==> config.mk <==
export PLATFORM = sky130hd
export DESIGN_NAME = frog_controller
export DESIGN_NICKNAME = d
export VERILOG_FILES = /design/src/rtl/frog_pkg.sv /design/src/rtl/frog_collision_check.sv /design/src/rtl/frog_controller.sv
export SDC_FILE = /design/constraint.sdc
export NUM_CORES = 1
export LEC_CHECK = 0
export BUFFER_PORTS_ARGS = -buffer_cell sky130_fd_sc_hd__buf_2
export CAP_MARGIN = 5
export CORE_MARGIN = 3
export CORE_UTILIZATION = 45
export DETAILED_ROUTE_END_ITERATION = 8
export GPL_ROUTABILITY_DRIVEN = 0
export PLACE_DENSITY = 0.7
export SETUP_SLACK_MARGIN = 0.02
export SLEW_MARGIN = 20
export SYNTH_ARGS = -nofsm -noshare
export SYNTH_HDL_FRONTEND = slang
export SYNTH_SLANG_ARGS = --single-unit
==> constraint.sdc <==
create_clock -name clk -period 3.8 [get_ports clk]
set_clock_uncertainty 0.1 [all_clocks]
set_input_delay 0.76 -clock clk [delete_from_list [all_inputs] [get_ports clk]]
set_output_delay 0.76 -clock clk [all_outputs]
set_load 0.005 [all_outputs]
==> src/rtl/frog_pkg.sv <==
// rtl/frog_pkg.sv - shared state type, default grid constants and spawn helpers for the frog controller
package frog_pkg;

  typedef enum logic [1:0] {
    PLAY = 2'd0,
    HIT  = 2'd1,
    OVER = 2'd2
  } state_t;

  localparam int DEF_GRID_COLS = 20;
  localparam int DEF_GRID_ROWS = 15;
  localparam int DEF_COL_W     = 5;
  localparam int DEF_ROW_W     = 4;

  function automatic int spawn_col(input int grid_cols);
    return grid_cols / 2;
  endfunction

  function automatic int spawn_row(input int grid_rows);
    return grid_rows - 1;
  endfunction

endpackage

==> src/rtl/frog_collision_check.sv <==
// rtl/frog_collision_check.sv - combinational frog-versus-cars equality check
module frog_collision_check #(
  parameter int NUM_CARS = 11,
  parameter int COL_W    = 5,
  parameter int ROW_W    = 4
) (
  input  logic [COL_W-1:0]          frog_col,
  input  logic [ROW_W-1:0]          frog_row,
  input  logic [NUM_CARS*COL_W-1:0] car_x,
  input  logic [NUM_CARS*ROW_W-1:0] car_y,
  output logic                      hit
);

  // The frog is always on-grid, so an off-grid car can never compare equal.
  always_comb begin
    hit = 1'b0;
    for (int i = 0; i < NUM_CARS; i++) begin
      if ((car_x[i*COL_W +: COL_W] == frog_col) && (car_y[i*ROW_W +: ROW_W] == frog_row)) begin
        hit = 1'b1;
      end
    end
  end

endmodule

==> src/rtl/frog_controller.sv <==
// rtl/frog_controller.sv - frog movement, collision, lives/score and game-over FSM; FROG_WRAP_EN enables horizontal wrap
module frog_controller
  import frog_pkg::*;
#(
  parameter int GRID_COLS  = DEF_GRID_COLS,
  parameter int GRID_ROWS  = DEF_GRID_ROWS,
  parameter int COL_W      = DEF_COL_W,
  parameter int ROW_W      = DEF_ROW_W,
  parameter int NUM_CARS   = 11,
  parameter int LIVES      = 3,
  parameter int LIVES_W    = 2,
  parameter int SCORE_W    = 8,
  parameter int HIT_CYCLES = 50000000,
  parameter int BLINK_BIT  = 22
) (
  input  logic                      clk,
  input  logic                      rst,
  input  logic                      btn_left,
  input  logic                      btn_down,
  input  logic                      btn_up,
  input  logic                      btn_right,
  input  logic                      restart,
  input  logic [NUM_CARS*COL_W-1:0] car_x,
  input  logic [NUM_CARS*ROW_W-1:0] car_y,
  output logic [COL_W-1:0]          frog_col,
  output logic [ROW_W-1:0]          frog_row,
  output logic                      frog_visible,
  output logic                      collision_detected,
  output logic                      frog_at_top,
  output logic [LIVES_W-1:0]        lives,
  output logic [SCORE_W-1:0]        score,
  output logic                      game_over
);

  // Counter is wide enough for both the freeze length and the blink tap.
  localparam int HCW = ($clog2(HIT_CYCLES) > BLINK_BIT) ? $clog2(HIT_CYCLES) : BLINK_BIT + 1;
  localparam logic [HCW-1:0]     HIT_LAST   = HCW'(HIT_CYCLES - 1);
  localparam logic [COL_W-1:0]   SPAWN_COL  = COL_W'(spawn_col(GRID_COLS));
  localparam logic [ROW_W-1:0]   SPAWN_ROW  = ROW_W'(spawn_row(GRID_ROWS));
  localparam logic [COL_W-1:0]   COL_MAX    = COL_W'(GRID_COLS - 1);
  localparam logic [ROW_W-1:0]   ROW_MAX    = ROW_W'(GRID_ROWS - 1);
  localparam logic [LIVES_W-1:0] LIVES_INIT = LIVES_W'(LIVES);

  state_t           state;
  logic [HCW-1:0]   hit_cnt;
  logic [HCW-1:0]   hit_nxt;
  logic             move_block;
  logic             hit;
  logic             any_btn;
  logic             all_btn;
  logic             mv_ok;
  logic [COL_W-1:0] nxt_col;
  logic [ROW_W-1:0] nxt_row;

  frog_collision_check #(
    .NUM_CARS (NUM_CARS),
    .COL_W    (COL_W),
    .ROW_W    (ROW_W)
  ) u_collision (
    .frog_col (frog_col),
    .frog_row (frog_row),
    .car_x    (car_x),
    .car_y    (car_y),
    .hit      (hit)
  );

  assign any_btn = btn_left | btn_down | btn_up | btn_right;
  assign all_btn = btn_left & btn_down & btn_up & btn_right;
  assign hit_nxt = hit_cnt + 1'b1;

  // Only the highest-priority pressed button is considered; if it is blocked, nothing moves.
  always_comb begin
    mv_ok   = 1'b0;
    nxt_col = frog_col;
    nxt_row = frog_row;
    if (btn_left) begin
      if (frog_col != '0) begin
        mv_ok   = 1'b1;
        nxt_col = frog_col - 1'b1;
      end
`ifdef FROG_WRAP_EN
      else begin
        mv_ok   = 1'b1;
        nxt_col = COL_MAX;
      end
`endif
    end else if (btn_down) begin
      if (frog_row != ROW_MAX) begin
        mv_ok   = 1'b1;
        nxt_row = frog_row + 1'b1;
      end
    end else if (btn_up) begin
      if (frog_row != '0) begin
        mv_ok   = 1'b1;
        nxt_row = frog_row - 1'b1;
      end
    end else if (btn_right) begin
      if (frog_col != COL_MAX) begin
        mv_ok   = 1'b1;
        nxt_col = frog_col + 1'b1;
      end
`ifdef FROG_WRAP_EN
      else begin
        mv_ok   = 1'b1;
        nxt_col = '0;
      end
`endif
    end
  end

  always_ff @(posedge clk or posedge rst) begin
    if (rst) begin
      state              <= PLAY;
      frog_col           <= SPAWN_COL;
      frog_row           <= SPAWN_ROW;
      lives              <= LIVES_INIT;
      score              <= '0;
      hit_cnt            <= '0;
      move_block         <= 1'b1;
      collision_detected <= 1'b0;
      frog_at_top        <= 1'b0;
      frog_visible       <= 1'b1;
      game_over          <= 1'b0;
    end else begin
      collision_detected <= 1'b0;
      frog_at_top        <= 1'b0;
      if (!any_btn) begin
        move_block <= 1'b0;
      end
      if (restart) begin
        state        <= PLAY;
        lives        <= LIVES_INIT;
        score        <= '0;
        hit_cnt      <= '0;
        frog_col     <= SPAWN_COL;
        frog_row     <= SPAWN_ROW;
        move_block   <= 1'b1;
        frog_visible <= 1'b1;
        game_over    <= 1'b0;
      end else begin
        case (state)
          PLAY: begin
            if (hit) begin
              collision_detected <= 1'b1;
              lives              <= (lives != '0) ? lives - 1'b1 : '0;
              state              <= HIT;
              hit_cnt            <= '0;
              frog_visible       <= 1'b0;
            end else if (frog_row == '0) begin
              frog_at_top <= 1'b1;
              score       <= (score != '1) ? score + 1'b1 : score;
              frog_col    <= SPAWN_COL;
              frog_row    <= SPAWN_ROW;
              move_block  <= 1'b1;
            end else if (all_btn) begin
              frog_col   <= SPAWN_COL;
              frog_row   <= SPAWN_ROW;
              move_block <= 1'b1;
            end else if (!move_block && mv_ok) begin
              frog_col   <= nxt_col;
              frog_row   <= nxt_row;
              move_block <= 1'b1;
            end
          end
          HIT: begin
            if (hit_cnt == HIT_LAST) begin
              hit_cnt <= '0;
              if (lives == '0) begin
                state        <= OVER;
                game_over    <= 1'b1;
                frog_visible <= 1'b0;
              end else begin
                state        <= PLAY;
                frog_col     <= SPAWN_COL;
                frog_row     <= SPAWN_ROW;
                move_block   <= 1'b1;
                frog_visible <= 1'b1;
              end
            end else begin
              hit_cnt      <= hit_nxt;
              frog_visible <= hit_nxt[BLINK_BIT];
            end
          end
          OVER: begin
            game_over    <= 1'b1;
            frog_visible <= 1'b0;
          end
          default: begin
            state <= PLAY;
          end
        endcase
      end
    end
  end

endmodule

* Word-level counts from Yosys, hierarchy flattened
Index checks and enable logic that the tools add are counted.
** Word-level totals
- Register bits :: 52
- Input bits :: 106
- Output and inout port bits :: 23
- Logic and storage cells :: 192
** Operators by class
- Add/subtract/negate cells :: 7
- Equal/unequal tests :: 45
- Mux-type cells :: 89
- Bitwise operators :: 6
- Reduce and logical (&&, ||, !) cells :: 34
** Operator list (number)
- two-way mux 26 bit :: 3
- two-way mux 5 bit :: 13
- equality test 5 bit :: 11
- one-hot mux 26 bit (2 select lines) :: 1
- two-way mux 4 bit :: 12
- inequality test 6 bit, second input constant :: 8
- equality test 4 bit :: 11
- two-way mux 1 bit :: 41
- two-way mux 8 bit :: 5
- adder 26 x 1 -> 26 bit, second input constant :: 1
- equality test 26 bit, second input constant :: 1
- two-way mux 2 bit :: 8
- inequality test 3 bit, second input constant :: 5
- inequality test 5 bit, second input constant :: 3
- logical AND 1 bit :: 12
- one-hot mux 5 bit (2 select lines) :: 1
- AND reduction 10 bit :: 1
- nonzero test 2 bit :: 5
- AND reduction 9 bit :: 1
- adder 8 x 1 -> 8 bit, second input constant :: 1
- inequality test 8 bit, second input constant :: 1
- one-hot mux 4 bit (2 select lines) :: 1
- nonzero test 4 bit :: 2
- one-hot mux 2 bit (3 select lines) :: 1
- 21 further kinds :: 32

* Logic depth before layout (Yosys ltp)
Gate-level depths: netlist (run 1).
- Word-level depth :: 16
- Gate-level depth with buffers :: 11
- Gate-level depth less buffers :: 9

* By module
A second synthesis (run 1) with hierarchy kept.
** Second synthesis, totals
- Cells, all modules :: 446
- Area, all modules :: 4090.2 sq um
** By module, submodules not included
- frog_controller :: instances 1, cells an instance 302, area an instance 2905.3 sq um, sequential area each 1312.5 sq um
- frog_collision_check :: instances 1, cells an instance 144, area an instance 1184.9 sq um, sequential area each 0.0 sq um

* Least setup slack after synthesis (run 1)
Ideal clock, no wire load.
- Path kind :: register to register
- Start :: register frog_col[3]
- End :: register score[6]
- Setup time :: 0.125 ns
- Data arrival time :: 2.849 ns
- Data required time :: 3.575 ns
- Slack :: 0.726 ns
- Cell stages (with the launch flop) :: 10
- Path buffers :: 2
- Period minus slack after synthesis :: 3.074 ns
- Path through :: dfstp_2 > buf_4 > buf_6 > xor2_1 > nor4_1 > nor4_2 > nand3_2 > or4_4 > or3_1 > mux2_4
** Between the ends
- Word-level cells in the longest chain between the ends :: 15
- Elaborated cells on any way between the ends :: 35
- Those cells by class :: eq/ne: 12; mux: 11; reduce/logical: 12
** RTL lines
- start, declared :: RTL line frog_controller.sv:25 : output logic [COL_W-1:0] frog_col,
- start signal, assigned :: RTL line frog_controller.sv:160 : frog_col <= nxt_col;
- equality test 5 bit :: RTL line frog_collision_check.sv:18 : if ((car_x[i*COL_W +: COL_W] == frog_col) && (car_y[i*ROW_W +: ROW_W] == frog_row)) begin
- logical AND 1 bit :: RTL line frog_collision_check.sv:18
- two-way mux 1 bit (10 in a row) :: RTL line frog_collision_check.sv:18
- two-way mux 1 bit * :: RTL line frog_collision_check.sv:18
- inequality test 2 bit (no line) *
- AND reduction 4 bit (no line) *
- end signal, assigned :: RTL line frog_controller.sv:151 : score <= (score != '1) ? score + 1'b1 : score;
- end, declared :: RTL line frog_controller.sv:31 : output logic [SCORE_W-1:0] score,
Every way passes the cells marked *; elsewhere a longest branch is shown, timed or not.
A chain may end at the register's enable or synchronous reset.

* Final worst setup path (run 1)
- Start :: register frog_col[0]
- End :: register score[6]
The elaborated chain is that of the path after synthesis.

==> impl_results.md, run 1 <==
- Worst skew pair latency: just over 0.3 ns
- Vias per cell: 5.57
- Post-route setup TNS: 0 ns
- Vias in the first global route: between 4000 and 5000
- Max Freq: slightly below 300 MHz
- Drt wl/cell: approximately 17 um
- DRT iter0 DRCs: between 300 and 400
- Tcrit/Tclk final: 0.897
- Number of flops mapped to enable cells by yosys: 0
- Status: finished, final reports clean
- Pwr Total: 2.44 mW
- Hold buffer count at cts: 0
- Synth Area per Inst: around 8.5 sq um
- RR Endpoint: score[6]
- Post-layout min period: approximately 3.4 ns
- LEAKAGE: 2.25 nW
- Syn nets: between 600 and 700
- DRC errors left: 0
- Reg2reg start: frog_col[0]
- H-tree depth: 2
- Drt pass-1 iters: 4
- Setup crit end kind: flip-flop
- Dominant cells by area after synthesis: dfrtp_1 (25%), xnor2_1 (17%), dfstp_2 (5.4%), xor2_1 (5.0%), nor2_1 (4.4%)
- Synthesized area: about 4400 sq um
- Max_cap viols: 0
- Post-CTS Setup Bufs: 0
- Fraction of layout cells with a size suffix above 1: 0.263
- Critical path launch point: frog_col[0]
- Worst path buffer plus inverter count: 0
- Largest net degree at the start of global routing: 53
- Die width: approximately 100 um
- # diodes: 0
- Critical path depth in cells: 8
- R2R depth: 8
- Initial antenna violation count: 0
- First-pass GRT wire length: between 20000 and 25000 um
- Final Max Slew Viols: 0
- Critical Path AT: between 3 and 4 ns
- Asr flop ratio synth: 1.00
- Min-Delay Path Class: flip-flop to flip-flop
- Non-filler cells, final: about 760
- Cell taking the most area after synthesis: dfrtp_1
- Crit path to: score[6]
- CP max FO: 18
- Distinct cells, synth: 54
- Die area: approximately 11000 sq um
- Clock Sinks: 52
- # port buffers: approximately 130
- Cell total after placement: ~750
- Io pins: roughly 130
- Synth Warn #: 0
- Worst Max-Slew Pin Slew: roughly 0.93 ns
- Hold Fails Final Rpt: 0
- NumNets Final: 746
- FF-to-FF setup slack: 0.39 ns
- Hpwl dp: approximately 9500 um
- Delay-heaviest family, CP: simple AND/OR/NAND/NOR gates
- Placeable Area: 9370 sq um
- Top FF cell, synth: dfrtp_1
- Max clock buf depth: 2
- Root Buffer: clkbuf_8
- Pwr/cell area: around 480 nW/um^2
- Post-cts resize count: 0
- Max_slew headroom: 0.378
- Total track usage: 0.229
- Max incr delay on CP: 0.90 ns
- Most frequent cells in the layout: buf_2 (128), xnor2_1 (86), nor2_1 (51)
- Initial core utilization: 0.468
- Rows: 35
- RSZ-0062 raised after global routing: false
- Number of fill cells in the layout: a little under 900
- Vias: ~4200
- Max VDD drop: ~260 uV
- Final Setup Violations: 0
- Grt ovf: 0
- Reg clk slew, reported paths: 0.10 ns
- Overall routed net length: ~13000 um
- Post-synthesis register bit count: 52
- Yosys top cell area share: 0.245
- Hold path startpoint: hit_cnt[15]
- Die Span Y: ~100 um
- CTS tree: done
- Setup Crit Path Kind: flip-flop to flip-flop
- Worst path cell trace: xnor2_1, nand4_1, nor4_1, nor4_2, nand3_2, or4_4, or3_1, mux2_4
- CTS buffer count: 5
- DRT antenna net count: 0
- Area grow syn2layout: 17.3%
- Post-synthesis sequential area ratio: 0.299
- Slowest cell on crit path: dfrtp_1
- Commonest non-fill, non-tap cell in the layout: buf_2
- Critical Path RT: slightly below 4 ns
- Syn Inst Count: between 500 and 600
- Setup crit start kind: flip-flop
==> worst register-to-register path: stages, from the launching register on <==
cell and delay (ns):
dfrtp_1 0.90, xnor2_1 0.20, nand4_1 0.14, nor4_1 0.06, nor4_2 0.53, nand3_2 0.14
or4_4 0.59, or3_1 0.35, mux2_4 0.30
==> cell usage after synthesis (all sizes together), types with 14 or more instances <==
library cell	number
xnor2	86
nor2	51
dfrtp	43
a21oi	34
nand3	28
nand2	25
xor2	25
buf	17
nand4	17
nor4	17
inv	16
o21ai	14
==> routing by layer <==
layer / vias up / routed length [um] / track usage
met5: - / 0 / 0
met1: 2017 / 5470 / 0.294
met4: 0 / 254 / 0.0656
met3: 19 / 713 / 0.0346
met2: 156 / 6220 / 0.398
li1: 2044 / - / -
==> stage by stage <==
step	hold WS, ns	utilization	cell area (sq um)	worst slack, ns
final	0.421	0.549	5150	0.392
after global routing	0.448	0.549	5150	0.156
after CTS	0.423	0.549	5140	0.420
after detailed placement	0.408	0.539	5050	0.444
after global placement	0.390	0.539	5050	0.492
after floorplan	0.366	-	4390	0.726
==> state kept, by name, indices dropped and copies added, names as in the netlist <==
signal	flops
hit_cnt	26
score	8
frog_col	5
frog_row	4
lives	2
state	2
collision_detected	1
frog_at_top	1
frog_visible	1
game_over	1
move_block	1
==> cell families after synthesis <==
kind of cell,Yosys count,share of synthesized area
DFF,52,0.299
AOI/OAI and AO/OA,90,0.129
adders and majority gates,9,0.0291
xor gates and xnor gates,111,0.222
and+or+nand+nor,202,0.244
buffers and inverters,45,0.0599
muxes,7,0.0182
==> where the power goes <==
part           total [mW]  internal, mW  switching (mW)
sequential          0.951         0.635           0.315
clock               0.330         0.149           0.181
combinational        1.16         0.621           0.543
total                2.44          1.41            1.04
==> how the worst min path moves through the flow <==
stage	endpoint	slack, ns	cells past startpoint
2_1_floorplan	hit_cnt[15]	0.37	1
6_report	hit_cnt[15]	0.42	1
5_1_grt	hit_cnt[15]	0.45	1
3_5_place_dp	hit_cnt[15]	0.41	1
3_3_place_gp	hit_cnt[10]	0.39	1
4_1_cts	hit_cnt[15]	0.42	1
==> final cells by class <==
cell class | instances | area, sq um | area share
clock buffer | 8 | 90.1 | 0.0175
inverter | 16 | 61.3 | 0.0119
sequential | 52 | 1310 | 0.255
timing repair buffer | 137 | 708 | 0.138
multi-input combinational | 419 | 2810 | 0.547
tap | 129 | 161 | 0.0314
Power figures use the tool's default switching activity.
==> run 2, diff against run 1 <==
CORE_UTILIZATION = 53   (was 45)
PLACE_DENSITY = 0.81   (was 0.7)
==> impl_results.md, run 2 (synthesized netlist as in run 1, its figures left out) <==
- Clock Sinks: 52 (unchanged)
- Max_cap viols: 0 (unchanged)
- Hold path startpoint: hit_cnt[10]
- Die Span Y: 97.0 um (-7.4%)
- Max Freq: 298 MHz (+1.4%)
- Tcrit/Tclk final: 0.884 (-0.0128)
- Slowest cell on crit path: dfrtp_1
- First-pass GRT wire length: 20500 um (-2.1%)
- Setup WS post-layout: 0.441 ns (+0.0487 ns)
- Vias in the first global route: 4382 (+3.3%)
- DRT antenna net count: 0 (unchanged)
- Setup crit end kind: flip-flop
- Number of fill cells in the layout: 663 (-26%)
- Max clock buf depth: 2 (unchanged)
- Worst path buffer plus inverter count: 0 (unchanged)
- Reg2reg start: frog_col[4]
- Die width: 97.0 um (-7.4%)
- Total track usage: 0.259 (+0.0296)
- Max VDD drop: 236 uV (-9.4%)
- Reg with most FFs: hit_cnt
- Commonest non-fill, non-tap cell in the layout: buf_2
- Hold Fails Final Rpt: 0 (unchanged)
- Worst skew pair latency: 0.31 ns (about the same)
- Max incr delay on CP: 0.87 ns (-0.03 ns)
- # port buffers: 128 (unchanged)
- Io pins: 129 (unchanged)
- Area grow syn2layout: 16.1%
- DRT iter0 DRCs: 228 (-25%)
- Worst path cell trace: xnor2_1, nand3_1, nor4_1, nor4_2, nand3_2, or4_4, or3_1, mux2_4
- Fraction of layout cells with a size suffix above 1: 0.262 (-0.000337)
- Status: finished, final reports clean
- DRC errors left: 0 (unchanged)
- Placeable Area: 7890 sq um (-16%)
- Hpwl dp: 9190 um (-2.9%)
- FF-to-FF setup slack: 0.44 ns (+0.05 ns)
- Setup crit start kind: flip-flop
- Critical Path AT: 3.46 ns (-0.05 ns)
- Max reg flops: 26 (unchanged)
- RSZ-0062 raised after global routing: false
- Critical Path RT: 3.90 ns (about the same)
- LEAKAGE: 2.24 nW (-0.31%)
- Worst Hold Endpoint: hit_cnt[10]
- Pwr/cell area: 476 nW/um^2 (+0.17%)
- RR Endpoint: score[6]
- Final Max Slew Viols: 0 (unchanged)
- Post-route setup TNS: 0 ns (unchanged)
- Max_slew headroom: 0.415 (+0.0371)
- Drt wl/cell: 16.7 um (+0.36%)
- Hold buffer count at cts: 0 (unchanged)
- R2R depth: 8 (unchanged)
- Post-layout min period: 3.36 ns (-0.0487 ns)
- Delay-heaviest family, CP: simple AND/OR/NAND/NOR gates
- Worst Max-Slew Pin Slew: 0.877 ns (-0.0566 ns)
- Post-CTS Setup Bufs: 0 (unchanged)
- Setup Crit Path Kind: flip-flop to flip-flop
- WHS: 0.409 ns (-0.0128 ns)
- Root Buffer: clkbuf_8
- Post-cts resize count: 0 (unchanged)
- Largest net degree at the start of global routing: 53 (unchanged)
- CTS buffer count: 5 (unchanged)
- CP max FO: 16 (-2)
- Pwr Total: 2.42 mW (-0.88%)
- Overall routed net length: 12200 um (-3.6%)
- Grt ovf: 0 (unchanged)
- Vias: 4271 (+0.83%)
- Initial antenna violation count: 0 (unchanged)
- Vias per cell: 5.84 (+5.0%)
- Biggest regs: hit_cnt (26), score (8), frog_col (5)
- CTS tree: done
- Die area: 9410 sq um (-14%)
- Min-Delay Path Class: flip-flop to flip-flop
- Final Setup Violations: 0 (unchanged)
- Placement Setup Slack: 0.475 ns (+0.0307 ns)
- Drt pass-1 iters: 4 (unchanged)
- NumNets Final: 743 (-0.40%)
- Rows: 32 (-8.6%)
- Cells on Worst Hold Path: 1 (unchanged)
- Initial core utilization: 0.556 (+0.0881)
- Reg clk slew, reported paths: 0.09 ns (about the same)
- H-tree depth: 2 (unchanged)
- # diodes: 0 (unchanged)
- Most frequent cells in the layout: buf_2 (128), xnor2_1 (86), nor2_1 (51)
run 2: cell types whose count changed in the layout (fill, tap and decap cells not counted), sizes merged:
cell | before | now
buf | 137 | 134
clkbuf | 8 | 6
clkinv | 1 | 3
run 2: layout make-up:
class / instances / area, sq um / share of cell area
multi-input combinational: 419 / 2810 / 0.552
clock inverter: 2 / 10.0 / 0.00197
tap: 102 / 128 / 0.0251
clock buffer: 6 / 82.6 / 0.0162
inverter: 16 / 61.3 / 0.0120
sequential: 52 / 1310 / 0.258
timing repair buffer: 134 / 686 / 0.135
run 2: metal layers:
metal / global-route usage / routed length (um) / vias to the layer above
met1: 0.326 / 5040 / 2021
met3: 0.0324 / 833 / 18
met5: 0 / 0 / -
met2: 0.462 / 6140 / 192
li1: - / - / 2040
met4: 0.0724 / 195 / 0
run 2: per-stage QoR:
step	std cells	instance area [sq um]	util
after detailed placement	723	5000	0.634
after CTS	731	5090	0.645
after global routing	731	5090	0.646
final	731	5090	0.646
after global placement	723	5000	0.634
after floorplan	516	4390	-
run 2: power breakdown:
group	total (mW)	internal [mW]	switching, mW
Clock	0.331	0.146	0.185
Sequential	0.967	0.636	0.330
Combinational	1.13	0.606	0.519
run 2: worst max-delay path by stage:
| stage | startpoint | slack [ns] | end | cells past startpoint |
|---|---|---|---|---|
| after detailed placement | frog_col[4] | 0.48 | score[6] | 8 |
| after floorplan | frog_col[3] | 0.73 | score[6] | 9 |
| after global routing | frog_col[2] | 0.31 | score[6] | 8 |
| after global placement | car_x[45] | 0.50 | score[6] | 9 |
| after CTS | frog_col[4] | 0.45 | score[6] | 8 |
| final | frog_col[4] | 0.44 | score[6] | 8 |
==> run 3, diff against run 2 <==
==> constraint.sdc (replaced) <==
create_clock -name clk -period 3.8 [get_ports clk]
set_clock_uncertainty 0.1 [all_clocks]
set_input_delay 0.57 -clock clk [delete_from_list [all_inputs] [get_ports clk]]
set_output_delay 0.57 -clock clk [all_outputs]
set_load 0.005 [all_outputs]
==> impl_results.md, run 3 (synthesized netlist as in run 1, its figures left out) <==
- Reg clk slew, reported paths: 0.09 ns (about the same)
- Clock Sinks: 52 (unchanged)
- Sw Ratio: 0.411 (-0.0163)
- CP max FO: 16 (unchanged)
- Part of the power in registers: 0.380 (-0.019)
- Fraction of layout cells with a size suffix above 1: 0.263 (+0.00117)
- Placement Setup Slack: 0.503 ns (+0.0274 ns)
- Critical Path AT: 3.46 ns (about the same)
- Most frequent cells in the layout: buf_2 (128), xnor2_1 (86), nor2_1 (51)
- Setup crit end kind: flip-flop
- Setup WS post-layout: 0.447 ns (+0.00637 ns)
- Seq. cell area: 1310 sq um (unchanged)
- Initial antenna violation count: 0 (unchanged)
- Post-CTS Setup Bufs: 0 (unchanged)
- Commonest non-fill, non-tap cell in the layout: buf_2
- Max_cap viols: 0 (unchanged)
- Drt wl/cell: 16.9 um (+0.98%)
- Max VDD drop: 319 uV (+35%)
- Max clock buf depth: 2 (unchanged)
- Die width: 97.0 um (unchanged)
- Initial core utilization: 0.556 (unchanged)
- Rows: 32 (unchanged)
- Pint: 1.48 mW (+6.3%)
- Worst Max-Slew Pin Slew: 0.910 ns (+0.0326 ns)
- First-pass GRT wire length: 20000 um (-2.2%)
- Reg with most FFs: hit_cnt
- Min-Delay Path Class: input port to async pin
- Worst skew pair latency: 0.31 ns (about the same)
- Vias per cell: 5.83 (-0.16%)
- Hpwl dp: 9320 um (+1.4%)
- Pwr/cell area: 488 nW/um^2 (+2.5%)
- Clock share of power: 0.165 (+0.028)
- DRC errors left: 0 (unchanged)
- Die area: 9410 sq um (unchanged)
- Multi-input logic area: 2810 sq um (unchanged)
- # diodes: 0 (unchanged)
- Vias: 4270 (-0.023%)
- Final Max Slew Viols: 0 (unchanged)
- Sw power: 1.03 mW (-0.63%)
- Critical Path RT: 3.90 ns (about the same)
- Util after Layout: 0.651 (+0.00523)
- Comb power frac: 0.455 (-0.009)
- R2R depth: 8 (unchanged)
- Setup crit start kind: flip-flop
- Tcrit/Tclk final: 0.882 (-0.00168)
- Area post-placement: 5010 sq um (+0.15%)
- CTS buffer count: 5 (unchanged)
- Status: finished, final reports clean
- Max Freq: 298 MHz (+0.19%)
- Design Area, Final: 5130 sq um (+0.81%)
- Root Buffer: clkbuf_8
- Max_slew headroom: 0.394 (-0.0210)
- Drt pass-1 iters: 5 (+1)
- RSZ-0062 raised after global routing: false
- NumNets Final: 744 (+0.13%)
- # port buffers: 128 (unchanged)
- DRT iter0 DRCs: 289 (+27%)
- Largest net degree at the start of global routing: 53 (unchanged)
- Biggest regs: hit_cnt (26), score (8), frog_col (5)
- Post-cts resize count: 0 (unchanged)
- Overall routed net length: 12300 um (+1.1%)
- Post-route setup TNS: 0 ns (unchanged)
- Placeable Area: 7890 sq um (unchanged)
- Vias in the first global route: 4237 (-3.3%)
- Total track usage: 0.252 (-0.00650)
- Grt ovf: 0 (unchanged)
- Io pins: 129 (unchanged)
- Area grow syn2layout: 17.0%
- Hold buffer count at cts: 0 (unchanged)
- DRT antenna net count: 0 (unchanged)
- Final Setup Violations: 0 (unchanged)
- Max reg flops: 26 (unchanged)
- H-tree depth: 2 (unchanged)
- Hold Fails Final Rpt: 0 (unchanged)
- CTS tree: done
- Setup Crit Path Kind: flip-flop to flip-flop
- Number of fill cells in the layout: 682 (+2.9%)
- Post-layout min period: 3.35 ns (-0.00637 ns)
- Die Span Y: 97.0 um (unchanged)
- LEAKAGE: 2.26 nW (+0.79%)
-- run 3: changes by cell type in the layout (fill, tap and decap cells not counted) --
cell       change
clkinv_2       -2
clkbuf_8       +1
bufinv_16      +1
buf_4          +1
-- run 3: worst paths after layout --
| kind | endpoint | from | slack (ns) |
|---|---|---|---|
| worst max register to register | score[6] | frog_row[2] | 0.45 |
| worst min-delay path | score[3] | rst | 0.30 |
| max in group asynchronous | hit_cnt[21] | rst | 2.74 |
| worst max-delay path | score[6] | frog_row[2] | 0.45 |
| min in group clk | hit_cnt[10] | hit_cnt[10] | 0.42 |
| worst min register to register | hit_cnt[10] | hit_cnt[10] | 0.42 |
-- run 3: per-stage QoR --
stage	total power, mW	instances	hold WS, ns
after floorplan	1.87	516	0.366
after global placement	2.04	724	0.387
after detailed placement	2.09	724	0.407
after CTS	2.51	732	0.421
after global routing	2.67	732	0.374
final	2.50	732	0.302
-- run 3: final cells by class --
cell class                      count  share of cell area
Multi-Input combinational cell    419               0.548
Tap cell                          102              0.0249
Inverter                           16              0.0119
Sequential cell                    52               0.256
Timing Repair Buffer              135               0.135
Clock buffer                        7              0.0188
Clock inverter                      1             0.00585
-- run 3: critical path, cell delays in order, from the launching register on --
cell and delay (ns):
dfstp_2 0.85, xnor2_1 0.14, nand4_1 0.11, nor4_1 0.06, nor4_2 0.57, nand3_2 0.16
or4_4 0.60, or3_1 0.35, mux2_4 0.30
-- run 3: routing by layer --
metal	vias to the layer above	part of all wire	GRT usage
li1	2052	-	-
met1	2008	0.40	0.313
met2	193	0.51	0.449
met3	17	0.079	0.0483
met4	0	0.015	0.0616
met5	-	0	0
-- run 3: power groups by stage --
stage	logic (mW)	registers (mW)	clock network [mW]
after floorplan	1.17	0.697	0
after global placement	1.10	0.945	0
after detailed placement	1.13	0.955	0
after CTS	1.14	0.946	0.419
after global routing	1.26	0.973	0.439
final	1.14	0.952	0.414
